`config.mk`:
```
export PLATFORM = sky130hd
export DESIGN_NAME = pmod_jstk_reader
export DESIGN_NICKNAME = d
export VERILOG_FILES = /design/src/rtl/jstk_pkg.sv /design/src/rtl/spi_byte_shifter.sv /design/src/rtl/pmod_jstk_reader.sv
export SDC_FILE = /design/constraint.sdc
export NUM_CORES = 1
export LEC_CHECK = 0
export ABC_AREA = 1
export BUFFER_PORTS_ARGS = -buffer_cell sky130_fd_sc_hd__buf_2
export CAP_MARGIN = 20
export CORE_MARGIN = 2
export CORE_UTILIZATION = 35
export DETAILED_ROUTE_END_ITERATION = 6
export SYNTH_ARGS = -nofsm -noshare
export SYNTH_HDL_FRONTEND = slang
export SYNTH_SLANG_ARGS = --single-unit
```
`constraint.sdc`:
```
create_clock -name clk -period 2 [get_ports clk]
set_input_delay 0.1 -clock clk [delete_from_list [all_inputs] [get_ports clk]]
set_output_delay 0.1 -clock clk [all_outputs]
set_load 0.01 [all_outputs]
```
`src/rtl/jstk_pkg.sv`:
```
// Shared types and constants for the PmodJSTK SPI poller.
// Parameter defaults live in the modules that use them.
package jstk_pkg;

  typedef enum logic [2:0] {
    ST_IDLE,
    ST_SETUP,
    ST_SHIFT,
    ST_GAP,
    ST_DONE
  } jstk_state_e;

  typedef struct packed {
    logic [9:0] x;
    logic [9:0] y;
    logic [2:0] btn;
  } jstk_sample_t;

  localparam int         JSTK_NBYTES   = 5;
  localparam logic [7:0] JSTK_CMD_BASE = 8'h80;
  localparam logic [9:0] JSTK_CENTER   = 10'd512;

endpackage

```
`src/rtl/spi_byte_shifter.sv`:
```
// Mode-0 SPI byte engine: one byte per start, 16 half-periods long,
// the last half-period held low so byte time is 16*SCLK_HALF.
module spi_byte_shifter #(
  parameter int SCLK_HALF = 50
) (
  input  logic       clk,
  input  logic       clr_n,
  input  logic       load,
  input  logic [7:0] tx_byte,
  input  logic       start,
  input  logic       miso,
  output logic       done,
  output logic [7:0] rx_byte,
  output logic       sclk,
  output logic       mosi
);

  localparam int HW = $clog2(SCLK_HALF);

  logic [HW-1:0] hcnt_q, hcnt_d;
  logic [3:0]    half_q, half_d;
  logic          busy_q, busy_d;
  logic          sclk_q, sclk_d;
  logic [7:0]    tx_q, tx_d;
  logic [7:0]    rx_q, rx_d;
  logic          half_end;

  assign half_end = busy_q && (hcnt_q == HW'(SCLK_HALF - 1));
  assign done     = half_end && (half_q == 4'd15);
  assign rx_byte  = rx_q;
  assign sclk     = sclk_q;
  assign mosi     = tx_q[7];

  always_comb begin
    hcnt_d = hcnt_q;
    half_d = half_q;
    busy_d = busy_q;
    sclk_d = sclk_q;
    tx_d   = tx_q;
    rx_d   = rx_q;
    if (load) begin
      tx_d = tx_byte;
    end
    // start raises SCLK immediately: first rise lands on the start edge
    if (start) begin
      busy_d = 1'b1;
      sclk_d = 1'b1;
      hcnt_d = '0;
      half_d = 4'd0;
      rx_d   = {rx_q[6:0], miso};
    end else if (busy_q) begin
      if (half_end) begin
        hcnt_d = '0;
        if (half_q == 4'd15) begin
          busy_d = 1'b0;
        end else begin
          half_d = half_q + 4'd1;
          sclk_d = ~sclk_q;
          if (sclk_q) begin
            tx_d = {tx_q[6:0], 1'b0};
          end else begin
            rx_d = {rx_q[6:0], miso};
          end
        end
      end else begin
        hcnt_d = hcnt_q + 1'b1;
      end
    end
  end

  always_ff @(posedge clk or negedge clr_n) begin
    if (!clr_n) begin
      hcnt_q <= '0;
      half_q <= 4'd0;
      busy_q <= 1'b0;
      sclk_q <= 1'b0;
      tx_q   <= 8'h00;
      rx_q   <= 8'h00;
    end else begin
      hcnt_q <= hcnt_d;
      half_q <= half_d;
      busy_q <= busy_d;
      sclk_q <= sclk_d;
      tx_q   <= tx_d;
      rx_q   <= rx_d;
    end
  end

endmodule

```
`src/rtl/pmod_jstk_reader.sv`:
```
// Polls the PmodJSTK with a 5-byte SPI transaction every POLL_CYC clocks
// and publishes a registered X/Y/button sample with a one-cycle strobe.
module pmod_jstk_reader #(
  parameter int SCLK_HALF = 50,
  parameter int SS_SETUP  = 1500,
  parameter int BYTE_GAP  = 1000,
  parameter int POLL_CYC  = 1_000_000
) (
  input  logic       clk,
  input  logic       clr_n,
  input  logic [1:0] led,
  input  logic       miso,
  output logic       sclk,
  output logic       mosi,
  output logic       ss,
  output logic [9:0] joy_x,
  output logic [9:0] joy_y,
  output logic [2:0] btn,
  output logic       sample_valid
);

  import jstk_pkg::*;

  localparam int PW   = $clog2(POLL_CYC);
  localparam int WMAX = (SS_SETUP > BYTE_GAP) ? SS_SETUP : BYTE_GAP;
  localparam int WW   = $clog2(WMAX + 1);

  jstk_state_e  state_q, state_d;
  logic [PW-1:0] poll_q, poll_d;
  logic [WW-1:0] wcnt_q, wcnt_d;
  logic [2:0]   idx_q, idx_d;
  jstk_sample_t cap_q, cap_d;
  jstk_sample_t out_q, out_d;
  logic         ss_q, ss_d;
  logic         valid_q, valid_d;

  logic         wrap;
  logic [WW-1:0] wlast;
  logic         load, start, done;
  logic [7:0]   tx_byte, rx_byte;

  spi_byte_shifter #(
    .SCLK_HALF(SCLK_HALF)
  ) u_shift (
    .clk    (clk),
    .clr_n  (clr_n),
    .load   (load),
    .tx_byte(tx_byte),
    .start  (start),
    .miso   (miso),
    .done   (done),
    .rx_byte(rx_byte),
    .sclk   (sclk),
    .mosi   (mosi)
  );

  assign wrap   = (poll_q == PW'(POLL_CYC - 1));
  assign poll_d = wrap ? '0 : poll_q + 1'b1;
  assign wlast  = (state_q == ST_SETUP) ? WW'(SS_SETUP - 1)
                                        : WW'(BYTE_GAP - 1);

  always_comb begin
    state_d = state_q;
    wcnt_d  = wcnt_q;
    idx_d   = idx_q;
    cap_d   = cap_q;
    out_d   = out_q;
    ss_d    = ss_q;
    valid_d = 1'b0;
    load    = 1'b0;
    start   = 1'b0;
    tx_byte = 8'h00;
    unique case (state_q)
      // wraps seen outside IDLE are dropped, never queued
      ST_IDLE: begin
        if (wrap) begin
          state_d = ST_SETUP;
          ss_d    = 1'b0;
          wcnt_d  = '0;
          idx_d   = 3'd0;
          load    = 1'b1;
          tx_byte = JSTK_CMD_BASE | {6'b0, led};
        end
      end
      ST_SETUP, ST_GAP: begin
        if (wcnt_q == wlast) begin
          start   = 1'b1;
          state_d = ST_SHIFT;
        end else begin
          wcnt_d = wcnt_q + 1'b1;
        end
      end
      ST_SHIFT: begin
        if (done) begin
          case (idx_q)
            3'd0:    cap_d.x[7:0] = rx_byte;
            3'd1:    cap_d.x[9:8] = rx_byte[1:0];
            3'd2:    cap_d.y[7:0] = rx_byte;
            3'd3:    cap_d.y[9:8] = rx_byte[1:0];
            default: cap_d.btn    = rx_byte[2:0];
          endcase
          idx_d  = idx_q + 3'd1;
          wcnt_d = '0;
          if (idx_q == 3'(JSTK_NBYTES - 1)) begin
            state_d = ST_DONE;
          end else begin
            state_d = ST_GAP;
            load    = 1'b1;
          end
        end
      end
      ST_DONE: begin
        ss_d    = 1'b1;
        valid_d = 1'b1;
        out_d   = cap_q;
        state_d = ST_IDLE;
      end
      default: state_d = ST_IDLE;
    endcase
  end

  always_ff @(posedge clk or negedge clr_n) begin
    if (!clr_n) begin
      state_q <= ST_IDLE;
      poll_q  <= '0;
      wcnt_q  <= '0;
      idx_q   <= 3'd0;
      cap_q   <= '0;
      out_q   <= '{x: JSTK_CENTER, y: JSTK_CENTER, btn: 3'b000};
      ss_q    <= 1'b1;
      valid_q <= 1'b0;
    end else begin
      state_q <= state_d;
      poll_q  <= poll_d;
      wcnt_q  <= wcnt_d;
      idx_q   <= idx_d;
      cap_q   <= cap_d;
      out_q   <= out_d;
      ss_q    <= ss_d;
      valid_q <= valid_d;
    end
  end

  assign ss           = ss_q;
  assign joy_x        = out_q.x;
  assign joy_y        = out_q.y;
  assign btn          = out_q.btn;
  assign sample_valid = valid_q;

endmodule

```
After elaboration in Yosys (flattened, before gate mapping)
Cells that the tools add are included.

Flip-flop bits (word level): 113. Input bits: 5. Output and inout port bits: 27. Word-level logic and storage cells: 118.

$add $sub $neg: 5. Equality and inequality tests: 18. Multiplexer cells: 51. Bitwise operators: 2. Reduce and logical (&&, ||, !) cells: 22.

Operators with widths (number): $mux 8 (13); $mux 11 (4); $pmux 11 s3 (1); $reduce_and 3->1 (8); $add 20x1->20 const B (1); $eq 20x20->1 const B (1); $mux 20 (1); $mux 3 (6); $mux 6 (3); $mux 4 (4); $mux 1 (15); $eq 3x2->1 const B (4); $ne 2x2->1 const B (6); $add 11x1->11 const B (1); $eq 11x11->1 (1); $pmux 3 s3 (1); $reduce_and 4->1 (2); $reduce_bool 2->1 (4); $add 6x1->6 const B (1); $eq 3x1->1 const B (2); $eq 3x3->1 const B (2); $eq 6x6->1 const B (1); $logic_not 3->1 (2); $pmux 3 s2 (1); 10 further kinds (13).

Depth between registers and ports, before layout
Depth after elaboration: 11. Gate-level depth with buffers: 11. Mapped depth without buffers: 11.

By module
A second synthesis with hierarchy kept.

Cell total of the unflattened synthesis: 701. Area total of the unflattened synthesis: 5644.2 sq um.

By module, submodules not included: pmod_jstk_reader (instances 1, cells an instance 524, area an instance 4155.2 sq um, sequential area each 2130.8 sq um); spi_byte_shifter (instances 1, cells an instance 177, area an instance 1488.9 sq um, sequential area each 700.7 sq um).

Worst setup path after synthesis
No wires, ideal clock.

Path type: reg-to-reg. Start point: register u_shift.hcnt_q[1]. End point: register cap_q[18] (netlist bit). Setup time: 0.119 ns. Data arrival time: 1.493 ns. Data required time: 1.881 ns. Slack: 0.388 ns. Stages on the path, launching flop included: 11. Buffers on the path: 1. Clock period less this slack: 1.612 ns. Cells stage by stage: dfrtp_1 inv_1 ha_1 nand2_2 nor3_4 nand2_4 nor2_8 nand3_4 buf_6 nand2_2 o21ai_2.

Cells in the longest elaborated chain, start to end: 4.

Ends and longest elaborated chain: start, declared (RTL line spi_byte_shifter.sv:20) `logic [HW-1:0] hcnt_q, hcnt_d;`; start signal, assigned (RTL line spi_byte_shifter.sv:80) `hcnt_q <= hcnt_d;`; $eq 6x6->1 (RTL line spi_byte_shifter.sv:28) `assign half_end = busy_q && (hcnt_q == HW'(SCLK_HALF - 1));`; $logic_and 1x1->1 (RTL line spi_byte_shifter.sv:28); $logic_and 1x1->1 (RTL line spi_byte_shifter.sv:29) `assign done = half_end && (half_q == 4'd15);`; $reduce_and 3->1 (no line); end signal, assigned (RTL line pmod_jstk_reader.sv:137) `cap_q <= cap_d;`; end, declared (RTL line pmod_jstk_reader.sv:32) `jstk_sample_t cap_q, cap_d;`.

Every way passes these cells. A chain may end at the register's enable or synchronous reset.

Final worst setup path
Start point: register u_shift.hcnt_q[1]. End point: register cap_q[6] (netlist bit).

The elaborated chain is that of the path after synthesis.

==> summary.txt <==
Timing
  – Slew headroom: 68.8%
  – Period minus WS final: 1.83 ns
  – Fin. max-slew vios: 0
  – Peak Freq: 546 MHz
  – Clock skew: 0.00803 ns
  – Final hold vios: 0
  – # setup viols final: 0
  – Slew @ Worst Pin: 0.468 ns
  – Final WS setup: 0.169 ns
  – RSZ-0062 raised after global routing: yes
  – Period Utilization, post-route: 91.5%
  – WHS: 0.187 ns

Worst setup path
  – CP Launch Type: flip-flop
  – Crit path DAT: 2.13 ns
  – Worst EP required: 2.29 ns
  – Crit end category: flip-flop
  – Critical path peak fanout: 16
  – Crit Path Category: flip-flop to flip-flop
  – Worst Reg-to-Reg Cells: 9

Global route
  – Initial antenna violation count: 0
  – Total track usage: 15.1%
  – Largest net degree at the start of global routing: 54
  – Vias in the first global route: 4037
  – GRT Residual Overflow: 0
  – First-pass GRT wire length: 19600 µm

Placed design
  – Post-DP HPWL: 7880 µm
  – IO Port Bufs: 31
  – Gp weighted congestion: 0.836
  – Placed insts: 854
  – Pre-CTS setup slack: 0.0889 ns

Logic synthesis
  – Cells after Synth: 640
  – Post-Synth Simple-Gate Area: 28.6%
  – Yosys warnings: 0
  – Synth Area in XOR/XNOR: 3.05%
  – Cell variety after synth: 36
  – Synthesized flop and latch total: 113
  – Seq/Total Area, Yosys: 51.9%
  – Synth Flop Type: dfrtp_1
  – Mux contribution to synthesized area: 0%
  – Post-Syn Nets: 655
  – Synthesized cell area: 5460 µm²
  – Synth Area in Adders: 2.29%
  – Synth async-reset ratio: 100%
  – Number of flops mapped to enable cells by yosys: 0
  – Average cell area after synthesis: 8.53 µm²
  – Largest family of logic cells by synthesized area: simple AND/OR/NAND/NOR gates
  – Synth Area in Compound Gates: 7.68%

Layout
  – Post-layout util: 42.9%
  – N_diodes: 0
  – Finished Layout Cells: 891
  – Area of the multi-input gates: 2300 µm²
  – Area grow syn2layout: 19.5%
  – Layout cell share with drive strength beyond 1: 17.8%
  – Net count, final: 705
  – Fillers: 1479
  – Register area: 2830 µm²

Power
  – Power Density: 827 nW/µm²
  – Leakage: 0.00340 µW
  – Maximum vdd drop: 576 µV

Clock tree
  – CTS max path bufs: 2
  – Clock H-tree levels: 4
  – Clk Latency, worst-skew pair: 0.41 ns
  – CTS tree: done
  – TritonCTS Buffers: 17
  – CTS Sinks: 113
  – Reg clk slew, reported paths: 0.06 ns
  – Clk root buf: clkbuf_16

Floorplan
  – Die height: 129 µm
  – Top-level I/O count: 32
  – Core area: 15200 µm²
  – Cell Rows: 45
  – Initial core utilization: 35.9%
  – Die area: 16600 µm²
  – Die X: 129 µm

Detailed routing
  – Vias per cell: 4.67
  – First-pass DRT Iterations: 4
  – Routed WL per cell: 12.8 µm
  – DR DRC count: 0
  – Initial drt markers: 286
  – Antenna Violating Nets Remaining: 0
  – Total number of vias: 4160
  – Detailed-route wire length: 11400 µm

Run status
  – Outcome: finished, final reports clean

Run
  – Max-Cap Viols: 0

Min path
  – Hold Crit Class: primary input to asynchronous set/reset pin
==> cell usage after synthesis (4+ instances only) <==
| cell type | count | share of area [%] |
|---|---|---|
| buf_6 | 4 | 0.83 |
| nand4_1 | 12 | 1.4 |
| o21ai_2 | 21 | 3.4 |
| xor2_1 | 16 | 2.6 |
| nand2_1 | 220 | 15 |
| inv_1 | 73 | 5.0 |
| nand2_2 | 13 | 1.5 |
| a21oi_1 | 9 | 0.83 |
| dfrtp_1 | 110 | 50 |
| nor2_1 | 45 | 3.1 |
| nand3_1 | 31 | 2.8 |
| clkbuf_1 | 4 | 0.28 |
| nor3_1 | 9 | 0.83 |
| ha_1 | 10 | 2.3 |
| o21ai_0 | 26 | 2.4 |
| inv_2 | 4 | 0.28 |
==> cells in the final DEF, fill, tap and decap left out, types with 3 or more instances in the layout <==
cell type and instances:
nand4_1 12, ha_1 10, o21ai_1 3, clkbuf_16 17, xnor2_1 3, buf_4 4
inv_6 4, clkinv_4 3, nand2_1 220, dlygate4sd3_1 4, clkinvlp_4 4, a21oi_1 9
dfrtp_1 110, o21ai_2 21, o21ai_0 26, nor3_1 8, buf_2 30, nor2_1 45
nand3_4 3, inv_2 4, nand3_1 30, xor2_1 16, inv_1 73, nand2_2 13
dfstp_2 3
==> final timing paths <==
check | from | endpoint | slack (ns)
worst min-delay path | clr_n | u_shift.tx_q[7] | 0.19
worst max register to register | u_shift.hcnt_q[1] | cap_q[6] | 0.17
worst min register to register | poll_q[0] | poll_q[0] | 0.46
max in group asynchronous | clr_n | wcnt_q[1] | 1.06
min in group clk | poll_q[0] | poll_q[0] | 0.46
worst max-delay path | u_shift.hcnt_q[1] | cap_q[6] | 0.17
==> report_power, final <==
part / switching [µW] / internal, µW
registers: 0 / 2290
clock network: 1120 / 1920
logic: 47.7 / 13.7
total: 1170 / 4220
==> kinds of logic (layout without fill, tap and decap cells) <==
family                   after synthesis  count (layout)
AO/OA/AOI/OAI                         64              64
XOR/XNOR                              19              19
adder cells (fa/ha/maj)               10              10
buffers and inverters                 86             149
flip-flops                           113             113
AND/OR/NAND/NOR                      348             348
==> stage by stage <==
| stage | TNS, ns | instance area, µm² | power (µW) |
|---|---|---|---|
| floorplan | 0 | 5460 | 2330 |
| global placement | 0 | 5830 | 2390 |
| detailed placement | 0 | 5830 | 2390 |
| CTS | 0 | 6470 | 5470 |
| global route | -0.00911 | 6520 | 5600 |
| finish | 0 | 6520 | 5390 |
==> sequential cells by signal, summed over array words and instances, names as in the netlist, 6 cells and up <==
name	flops
poll_q	20
u_shift.hcnt_q	6
wcnt_q	11
joy_y	10
u_shift.rx_byte	8
joy_x	10
u_shift.tx_q	8
cap_q	23
==> metal layers <==
layer / track usage [%] / routed length, µm / part of all wire [%] / vias up
met1: 20.4 / 5620 / 49 / 1971
li1: - / - / - / 2133
met4: 5.12 / 128 / 1.1 / 0
met3: 4.53 / 338 / 3.0 / 7
met2: 23.2 / 5350 / 47 / 49
met5: 0 / 0 / 0 / -
==> worst max-delay path: stages (launching register included) <==
cell     delay, ns
dfrtp_1       0.41
inv_1         0.08
ha_1          0.16
nand2_2       0.06
nor3_4        0.27
nand2_4       0.11
nor2_8        0.16
nand3_4       0.23
nand2_1       0.15
o21ai_2       0.06
==> what timing repair did <==
action | 4_1_cts | 5_1_grt
endpoints found under the hold margin | 35 | 0
endpoints found under the setup margin | 0 | 15
hold buffers | 4 | 0
resized for setup | 0 | 4
setup buffers | 0 | 1
==> area by class of cell <==
| class | instances | share of cell area (%) |
|---|---|---|
| well taps | 188 | 3.61 |
| repair buffers | 40 | 3.99 |
| multi-input cells | 441 | 35.3 |
| flip-flops and latches | 113 | 43.4 |
| inverters | 77 | 4.43 |
| clock buffers | 19 | 6.95 |
| clock inverters | 13 | 2.32 |
Power figures use the tool's default switching activity.
